===== config.mk =====
export PLATFORM = sky130hd
export DESIGN_NAME = dict_compressor_flat
export DESIGN_NICKNAME = d
export VERILOG_FILES = /design/src/rtl/dict_compressor_if.sv /design/src/rtl/dict_compressor.sv /design/src/flat_wrapper.sv
export SDC_FILE = /design/constraint.sdc
export NUM_CORES = 1
export LEC_CHECK = 0
export CORE_ASPECT_RATIO = 0.9
export CORE_MARGIN = 1
export CORE_UTILIZATION = 39
export DETAILED_ROUTE_END_ITERATION = 12
export GPL_TIMING_DRIVEN = 0
export PLACE_DENSITY = 0.61
export SKIP_CTS_REPAIR_TIMING = 1
export SLEW_MARGIN = 5
export SYNTH_ARGS = -nofsm -noshare
export SYNTH_HDL_FRONTEND = slang
export SYNTH_SLANG_ARGS = --single-unit

===== constraint.sdc =====
create_clock -name clk -period 19.75 [get_ports clk]
set_clock_uncertainty 0.1 [all_clocks]
set_input_delay 3.95 -clock clk [delete_from_list [all_inputs] [get_ports clk]]
set_output_delay 3.95 -clock clk [all_outputs]
set_load 0.02 [all_outputs]

===== src/rtl/dict_compressor_if.sv =====
// Handshake bundle for dict_compressor: the serial bit input and the index output.
// Signal prefixes are from the compressor's point of view.
interface dict_compressor_if #(
  parameter int CHUNK_SIZE = 4,
  parameter int INDEX_BITS = 3
);
  logic                  i_serial_in;
  logic                  i_shift_enable;
  logic                  o_shift_ready;
  logic [CHUNK_SIZE-1:0] o_assembled_chunk;
  logic [INDEX_BITS-1:0] o_compressed_index;
  logic                  o_exact_hit;
  logic                  o_index_valid;
  logic                  i_index_ready;

  modport master (
    output i_serial_in, i_shift_enable, i_index_ready,
    input  o_shift_ready, o_assembled_chunk, o_compressed_index, o_exact_hit, o_index_valid
  );

  modport slave (
    input  i_serial_in, i_shift_enable, i_index_ready,
    output o_shift_ready, o_assembled_chunk, o_compressed_index, o_exact_hit, o_index_valid
  );
endinterface


===== src/rtl/dict_compressor.sv =====
// Serial-in dictionary compressor: assembles MSB-first chunks and emits the nearest codebook index.
// Optional DICT_MISS_COUNT_EN adds a saturating count of non-exact transfers on o_miss_count.
module dict_compressor #(
  parameter int CHUNK_SIZE    = 4,
  parameter int CODEBOOK_SIZE = 8,
  parameter logic [CHUNK_SIZE*CODEBOOK_SIZE-1:0] CODEBOOK = 32'h7C8F_B920
) (
  input  logic              clk,
  input  logic              rst_n,
  dict_compressor_if.slave  bus
`ifdef DICT_MISS_COUNT_EN
  ,
  output logic [15:0]       o_miss_count
`endif
);

  localparam int INDEX_BITS = $clog2(CODEBOOK_SIZE);
  localparam int DIST_W     = $clog2(CHUNK_SIZE + 1);
  localparam int CNT_W      = (CHUNK_SIZE > 1) ? $clog2(CHUNK_SIZE) : 1;
  localparam logic [CNT_W-1:0] LAST_CNT = CNT_W'(CHUNK_SIZE - 1);

  logic [CHUNK_SIZE-1:0] r_shift;
  logic [CNT_W-1:0]      r_bitCount;
  logic                  r_chunkFull;
  logic [CHUNK_SIZE-1:0] r_chunk;
  logic [INDEX_BITS-1:0] r_index;
  logic                  r_exact;
  logic                  r_valid;

  logic                  w_slotFree;
  logic                  w_transfer;
  logic                  w_shiftReady;
  logic                  w_accept;
  logic [INDEX_BITS-1:0] w_bestIdx;
  logic [DIST_W-1:0]     w_bestDist;
  logic                  w_exact;

  function automatic logic [DIST_W-1:0] hamming(input logic [CHUNK_SIZE-1:0] a,
                                                input logic [CHUNK_SIZE-1:0] b);
    logic [CHUNK_SIZE-1:0] diff;
    logic [DIST_W-1:0]     cnt;
    diff = a ^ b;
    cnt  = '0;
    for (int k = 0; k < CHUNK_SIZE; k++) begin
      cnt = cnt + DIST_W'(diff[k]);
    end
    return cnt;
  endfunction

  assign w_slotFree   = !r_valid || bus.i_index_ready;
  assign w_transfer   = r_chunkFull && w_slotFree;
  assign w_shiftReady = !r_chunkFull || w_slotFree;
  assign w_accept     = bus.i_shift_enable && w_shiftReady;

  // Strict-less scan from entry 0 keeps the lowest index on distance ties.
  always_comb begin
    logic [DIST_W-1:0] w_dist;
    w_bestIdx  = '0;
    w_bestDist = hamming(r_shift, CODEBOOK[0 +: CHUNK_SIZE]);
    w_dist     = '0;
    for (int i = 1; i < CODEBOOK_SIZE; i++) begin
      w_dist = hamming(r_shift, CODEBOOK[i*CHUNK_SIZE +: CHUNK_SIZE]);
      if (w_dist < w_bestDist) begin
        w_bestDist = w_dist;
        w_bestIdx  = INDEX_BITS'(i);
      end
    end
    w_exact = (w_bestDist == '0);
  end

  // A bit accepted on a transfer edge starts the next chunk, so chunk_full can re-set that edge.
  always_ff @(posedge clk or negedge rst_n) begin
    if (!rst_n) begin
      r_shift     <= '0;
      r_bitCount  <= '0;
      r_chunkFull <= 1'b0;
    end else begin
      if (w_accept) begin
        r_shift <= {r_shift[CHUNK_SIZE-2:0], bus.i_serial_in};
        if (r_bitCount == LAST_CNT) begin
          r_bitCount  <= '0;
          r_chunkFull <= 1'b1;
        end else begin
          r_bitCount <= r_bitCount + CNT_W'(1);
          if (w_transfer) r_chunkFull <= 1'b0;
        end
      end else if (w_transfer) begin
        r_chunkFull <= 1'b0;
      end
    end
  end

  always_ff @(posedge clk or negedge rst_n) begin
    if (!rst_n) begin
      r_chunk <= '0;
      r_index <= '0;
      r_exact <= 1'b0;
      r_valid <= 1'b0;
    end else if (w_transfer) begin
      r_chunk <= r_shift;
      r_index <= w_bestIdx;
      r_exact <= w_exact;
      r_valid <= 1'b1;
    end else if (r_valid && bus.i_index_ready) begin
      r_valid <= 1'b0;
    end
  end

`ifdef DICT_MISS_COUNT_EN
  logic [15:0] r_missCount;

  always_ff @(posedge clk or negedge rst_n) begin
    if (!rst_n) begin
      r_missCount <= '0;
    end else if (w_transfer && !w_exact && (r_missCount != 16'hFFFF)) begin
      r_missCount <= r_missCount + 16'd1;
    end
  end

  assign o_miss_count = r_missCount;
`endif

  assign bus.o_shift_ready      = w_shiftReady;
  assign bus.o_assembled_chunk  = r_chunk;
  assign bus.o_compressed_index = r_index;
  assign bus.o_exact_hit        = r_exact;
  assign bus.o_index_valid      = r_valid;

endmodule


===== src/flat_wrapper.sv =====
// flat-port wrapper written by rule: the top's interface ports become plain ports
module dict_compressor_flat 
#(
  parameter int CHUNK_SIZE    = 4,
  parameter int CODEBOOK_SIZE = 8,
  parameter logic [CHUNK_SIZE*CODEBOOK_SIZE-1:0] CODEBOOK = 32'h7C8F_B920
)
  (clk, rst_n, bus_i_serial_in, bus_i_shift_enable, bus_i_index_ready, bus_o_shift_ready, bus_o_assembled_chunk, bus_o_compressed_index, bus_o_exact_hit, bus_o_index_valid);
  dict_compressor_if #(.CHUNK_SIZE(CHUNK_SIZE), .INDEX_BITS(3)) bus_i ();
  input  logic clk;
  input  logic rst_n;
  input wire logic [$bits(bus_i.i_serial_in)-1:0] bus_i_serial_in;
  input wire logic [$bits(bus_i.i_shift_enable)-1:0] bus_i_shift_enable;
  input wire logic [$bits(bus_i.i_index_ready)-1:0] bus_i_index_ready;
  output wire logic [$bits(bus_i.o_shift_ready)-1:0] bus_o_shift_ready;
  output wire logic [$bits(bus_i.o_assembled_chunk)-1:0] bus_o_assembled_chunk;
  output wire logic [$bits(bus_i.o_compressed_index)-1:0] bus_o_compressed_index;
  output wire logic [$bits(bus_i.o_exact_hit)-1:0] bus_o_exact_hit;
  output wire logic [$bits(bus_i.o_index_valid)-1:0] bus_o_index_valid;
  assign bus_i.i_serial_in = bus_i_serial_in;
  assign bus_i.i_shift_enable = bus_i_shift_enable;
  assign bus_i.i_index_ready = bus_i_index_ready;
  assign bus_o_shift_ready = bus_i.o_shift_ready;
  assign bus_o_assembled_chunk = bus_i.o_assembled_chunk;
  assign bus_o_compressed_index = bus_i.o_compressed_index;
  assign bus_o_exact_hit = bus_i.o_exact_hit;
  assign bus_o_index_valid = bus_i.o_index_valid;
  dict_compressor #(.CHUNK_SIZE(CHUNK_SIZE), .CODEBOOK_SIZE(CODEBOOK_SIZE), .CODEBOOK(CODEBOOK)) u_core (.clk(clk), .rst_n(rst_n), .bus(bus_i));
endmodule

# Word level (Yosys, flattened, before mapping)
# Cells that the tools add are included.
# word_totals
ff_bits,16
latchBits,0
ram_bits,0
mem_bits_ro,0
wordCells,73
n_memories,0
# op_classes
n_addsub,22
multipliers,0
div,0
order_cmp,7
n_eq_ne,1
n_shift,0
muxes,20
bitwise_logic,7
n_reduce_logical,9
# ops
op,count
$add A3 B1 Y3,15
$mux W3,13
$lt A3 B3 Y1,7
$add A1 B1 Y2,6
$mux W1,6
$not A3 Y3,2
$not A2 Y2,2
$not A4 Y4,1
$logic_and A1 B1 Y1,3
$logic_not A3 Y1,1
$add A2 B1 Y2 const B,1
$eq A2 B2 Y1 const B,1
$logic_not A1 Y1,2
$logic_or A1 B1 Y1,2
$mux W2,1
$not A1 Y1,2
$reduce_bool A2 Y1,1

# Logic depth before layout (Yosys ltp)
# logic_depth
word_depth,19
ltp_mapped,42
ltp_nobuf,42

# Worst setup path after synthesis
# OpenSTA, ideal clock, no wires.
# synth_timing
kind,in2out
startpoint,input port bus_i_index_ready
endpoint,output port bus_o_shift_ready
arrival_ps,4233
t_required_ps,15700
setup_slack_ps,11467
stages,1
cell_sequence,nand3b_1
# synth_between
elab_chain_len,2
# synth_lines
element,line,text
"start, declared",flat_wrapper.sv:14,input wire logic [$bits(bus_i.i_index_ready)-1:0] bus_i_index_ready;
$logic_or A1 B1 Y1,dict_compressor.sv:50,assign w_slotFree = !r_valid || bus.i_index_ready;
$logic_or A1 B1 Y1,dict_compressor.sv:52,assign w_shiftReady = !r_chunkFull || w_slotFree;
"end, declared",flat_wrapper.sv:15,output wire logic [$bits(bus_i.o_shift_ready)-1:0] bus_o_shift_ready;
# No other way between the ends.

# Worst setup path in the final report
# Same ends and word-level chain as after synthesis.

==> results.py <==
metrics = {
    "global_routing": {
        "grt_pass1_wl_um": 6040,
        "antenna_found_initial": 0,
        "grt_max_degree": 17,
        "grt_overflow": 0,
        "grt_util_all_layers_pct": 16.1,
        "grt_pass1_vias": 1295,
    },
    "synth": {
        "synth_edf_count": 0,
        "ys_seq_area_share_pct": 22.1,
        "yosys.cell_types.count": 50,
        "synth_top_area_share_pct": 22.1,
        "avgSynthCellArea_um2": 9.10,
        "ys_ff_latch": 16,
        "ys_warn_count": 0,
        "netlist_top_cells_count": "ha_1 (31), inv_1 (24), nand2_1 (23)",
        "netlist_area_um2": 1810,
        "async_flop_share_pct": 100,
        "synth-main-ff-cell": "dfrtp_1",
        "yosysTopAreaCell": "dfrtp_1",
        "synth.most_common_cell": "ha_1",
        "netlist_top_cells_area": "dfrtp_1 (22%), ha_1 (21%), fa_1 (8.8%), inv_1 (5.0%), nand2_1 (4.8%)",
        "synthCells": 199,
        "synth_fp_nets": 243,
    },
    "run": {
        "max_cap_viol_count": 0,
    },
    "clocking": {
        "cts.sinks": 16,
        "path_clk_slew_ns": 0.06,
        "cts_buffers": 3,
        "cts_tree": "yes",
        "htree_levels": 1,
        "insertion_delay_ns": 0.24,
        "clock-root-buffer": "clkbuf_8",
        "cts_buffer_depth": 2,
    },
    "route": {
        "routed_wl_um": 3370,
        "ant_nets": 0,
        "drc": 2,
        "num_vias": 1370,
        "route.detailed.wl_per_inst_um": 12.1,
        "firstDrtPassIters": 8,
        "via_per_inst": 4.93,
        "drtIter0Drc": 39,
    },
    "place": {
        "io_buffers": 14,
        "hpwl_um": 2830,
        "gp_congestion": 0.826,
    },
    "cells_and_area": {
        "final_nets": 262,
        "area_growth_pct": 14.3,
        "fillers": 448,
        "antennaDiodeCount": 0,
        "drive_gt1_share_pct": 8.33,
    },
    "hold_path": {
        "holdCritStartpoint": "u_core.bus.o_assembled_chunk[0]$_DFFE_PN0P_",
        "whs_endpoint": "u_core.bus.o_assembled_chunk[0]$_DFFE_PN0P_",
        "hold_path.class": "reg -> reg",
        "hold_depth": 2,
    },
    "setup_path": {
        "timing.rr.start": "u_core.r_shift[0]$_DFFE_PN0P_",
        "cp.arrival_ns": 5.16,
        "critPathLaunchType": "primary input",
        "crit_fanout": 3,
        "setup.worst_path.class": "in -> out",
        "r2r_end": "u_core.bus.o_exact_hit$_DFFE_PN0P_",
        "r2r_setup_slack_ns": 10.77,
        "crit_required_ns": 15.70,
        "end_kind": "output port",
        "r2r_cells": 40,
    },
    "sta": {
        "fmax_mhz": 109,
        "setup_violations": 0,
        "worst_pin_slew_ns": 0.687,
        "hold_violations": 0,
        "maxSlewHeadroom_pct": 54.0,
        "grt_setup_unrepaired": "false",
        "finalCritPeriodShare_pct": 46.7,
        "slew_viol_final": 0,
        "period_minus_slack_ns": 9.21,
        "final.setup.tns_ns": 0,
    },
    "die": {
        "ioPinCount": 15,
        "fp.dieW_um": 73.8,
        "row_count": 23,
        "dieArea_um2": 4920,
        "fp.dieH_um": 66.6,
        "initial_utilization_pct": 40.6,
        "core_area_um2": 4460,
    },
    "status": {
        "status": "finished with violations",
        "violations": "design-rule violations",
    },
}
stage by stage:
stage	cell area [um2]	cells	setup WS [ns]	hold slack [ns]	util, %
CTS	2070	278	10.53	0.383	46.4
global route	2070	278	9.87	0.411	46.4
detailed placement	2030	275	10.54	0.370	45.5
floorplan	1810	199	11.47	0.357	-
global placement	2030	275	10.53	0.364	45.5
finish	2070	278	10.54	0.379	46.4
cell type report:
type                            instances  area, um2  share of cell area (%)
Multi-Input combinational cell        157       1310                    63.1
Sequential cell                        16        400                    19.3
Timing Repair Buffer                   14        140                    6.77
Inverter                               24       90.1                    4.35
Tap cell                               62       77.6                    3.75
Clock buffer                            3       41.3                    2.00
Buffer                                  2       15.0                   0.726
cells in the final DEF (no fill, tap or decap), drive strengths merged, types with 4 or more instances in the layout:
master and count:
o21ai 12, nor2 14, dfrtp 16, and2 4, nor2b 6, nand2 23
fa 8, a21oi 5, clkdlybuf4s50 14, inv 24, ha 31, a31oi 4
nand2b 4, clkbuf 4, a211oi 4
registers in the layout, summed over array words and instances, names as in the netlist:
signal	cells
u_core.bus.o_assembled_chunk	4
u_core.r_shift	4
u_core.bus.o_compressed_index	3
u_core.r_bitCount	2
u_core.bus.o_exact_hit	1
u_core.bus.o_index_valid	1
u_core.r_chunkFull	1
worst max path at each step:
stage / to / startpoint / slack [ns] / depth (start not counted)
floorplan: bus_o_shift_ready / bus_i_index_ready / 11.47 / 1
global placement: bus_o_shift_ready / bus_i_index_ready / 10.53 / 3
detailed placement: bus_o_shift_ready / bus_i_index_ready / 10.54 / 3
CTS: bus_o_shift_ready / bus_i_index_ready / 10.53 / 3
global route: u_core.bus.o_exact_hit$_DFFE_PN0P_ / u_core.r_shift[0]$_DFFE_PN0P_ / 9.87 / 40
finish: bus_o_shift_ready / bus_i_index_ready / 10.54 / 3
logic make-up (layout without fill, tap and decap cells):
group                      count (synthesis)  in the layout  share of synthesized area (%)
and+or+nand+nor                           65             65                           18.7
AOI/OAI and AO/OA                         51             51                           21.9
adders and majority gates                 39             39                           30.3
buffers and inverters                     26             43                           5.81
DFF                                       16             16                           22.1
muxes                                      2              2                           1.24
critical path: stages:
cell             delay (ns)
clkdlybuf4s50_1        0.46
nand3b_1               0.14
clkdlybuf4s50_1        0.61
metal layers:
| metal | share of wire (%) | GRT usage, % | vias to the layer above |
|---|---|---|---|
| met2 | 41 | 22.6 | 10 |
| met3 | 1.2 | 3.18 | 0 |
| met5 | 0 | 0 | - |
| met1 | 57 | 26.0 | 633 |
| met4 | 0 | 0.721 | 0 |
| li1 | - | - | 727 |
Power is left out: the tool's default activity adds up to more than one toggle a clock period on the data nets, which glitch-free logic cannot reach.
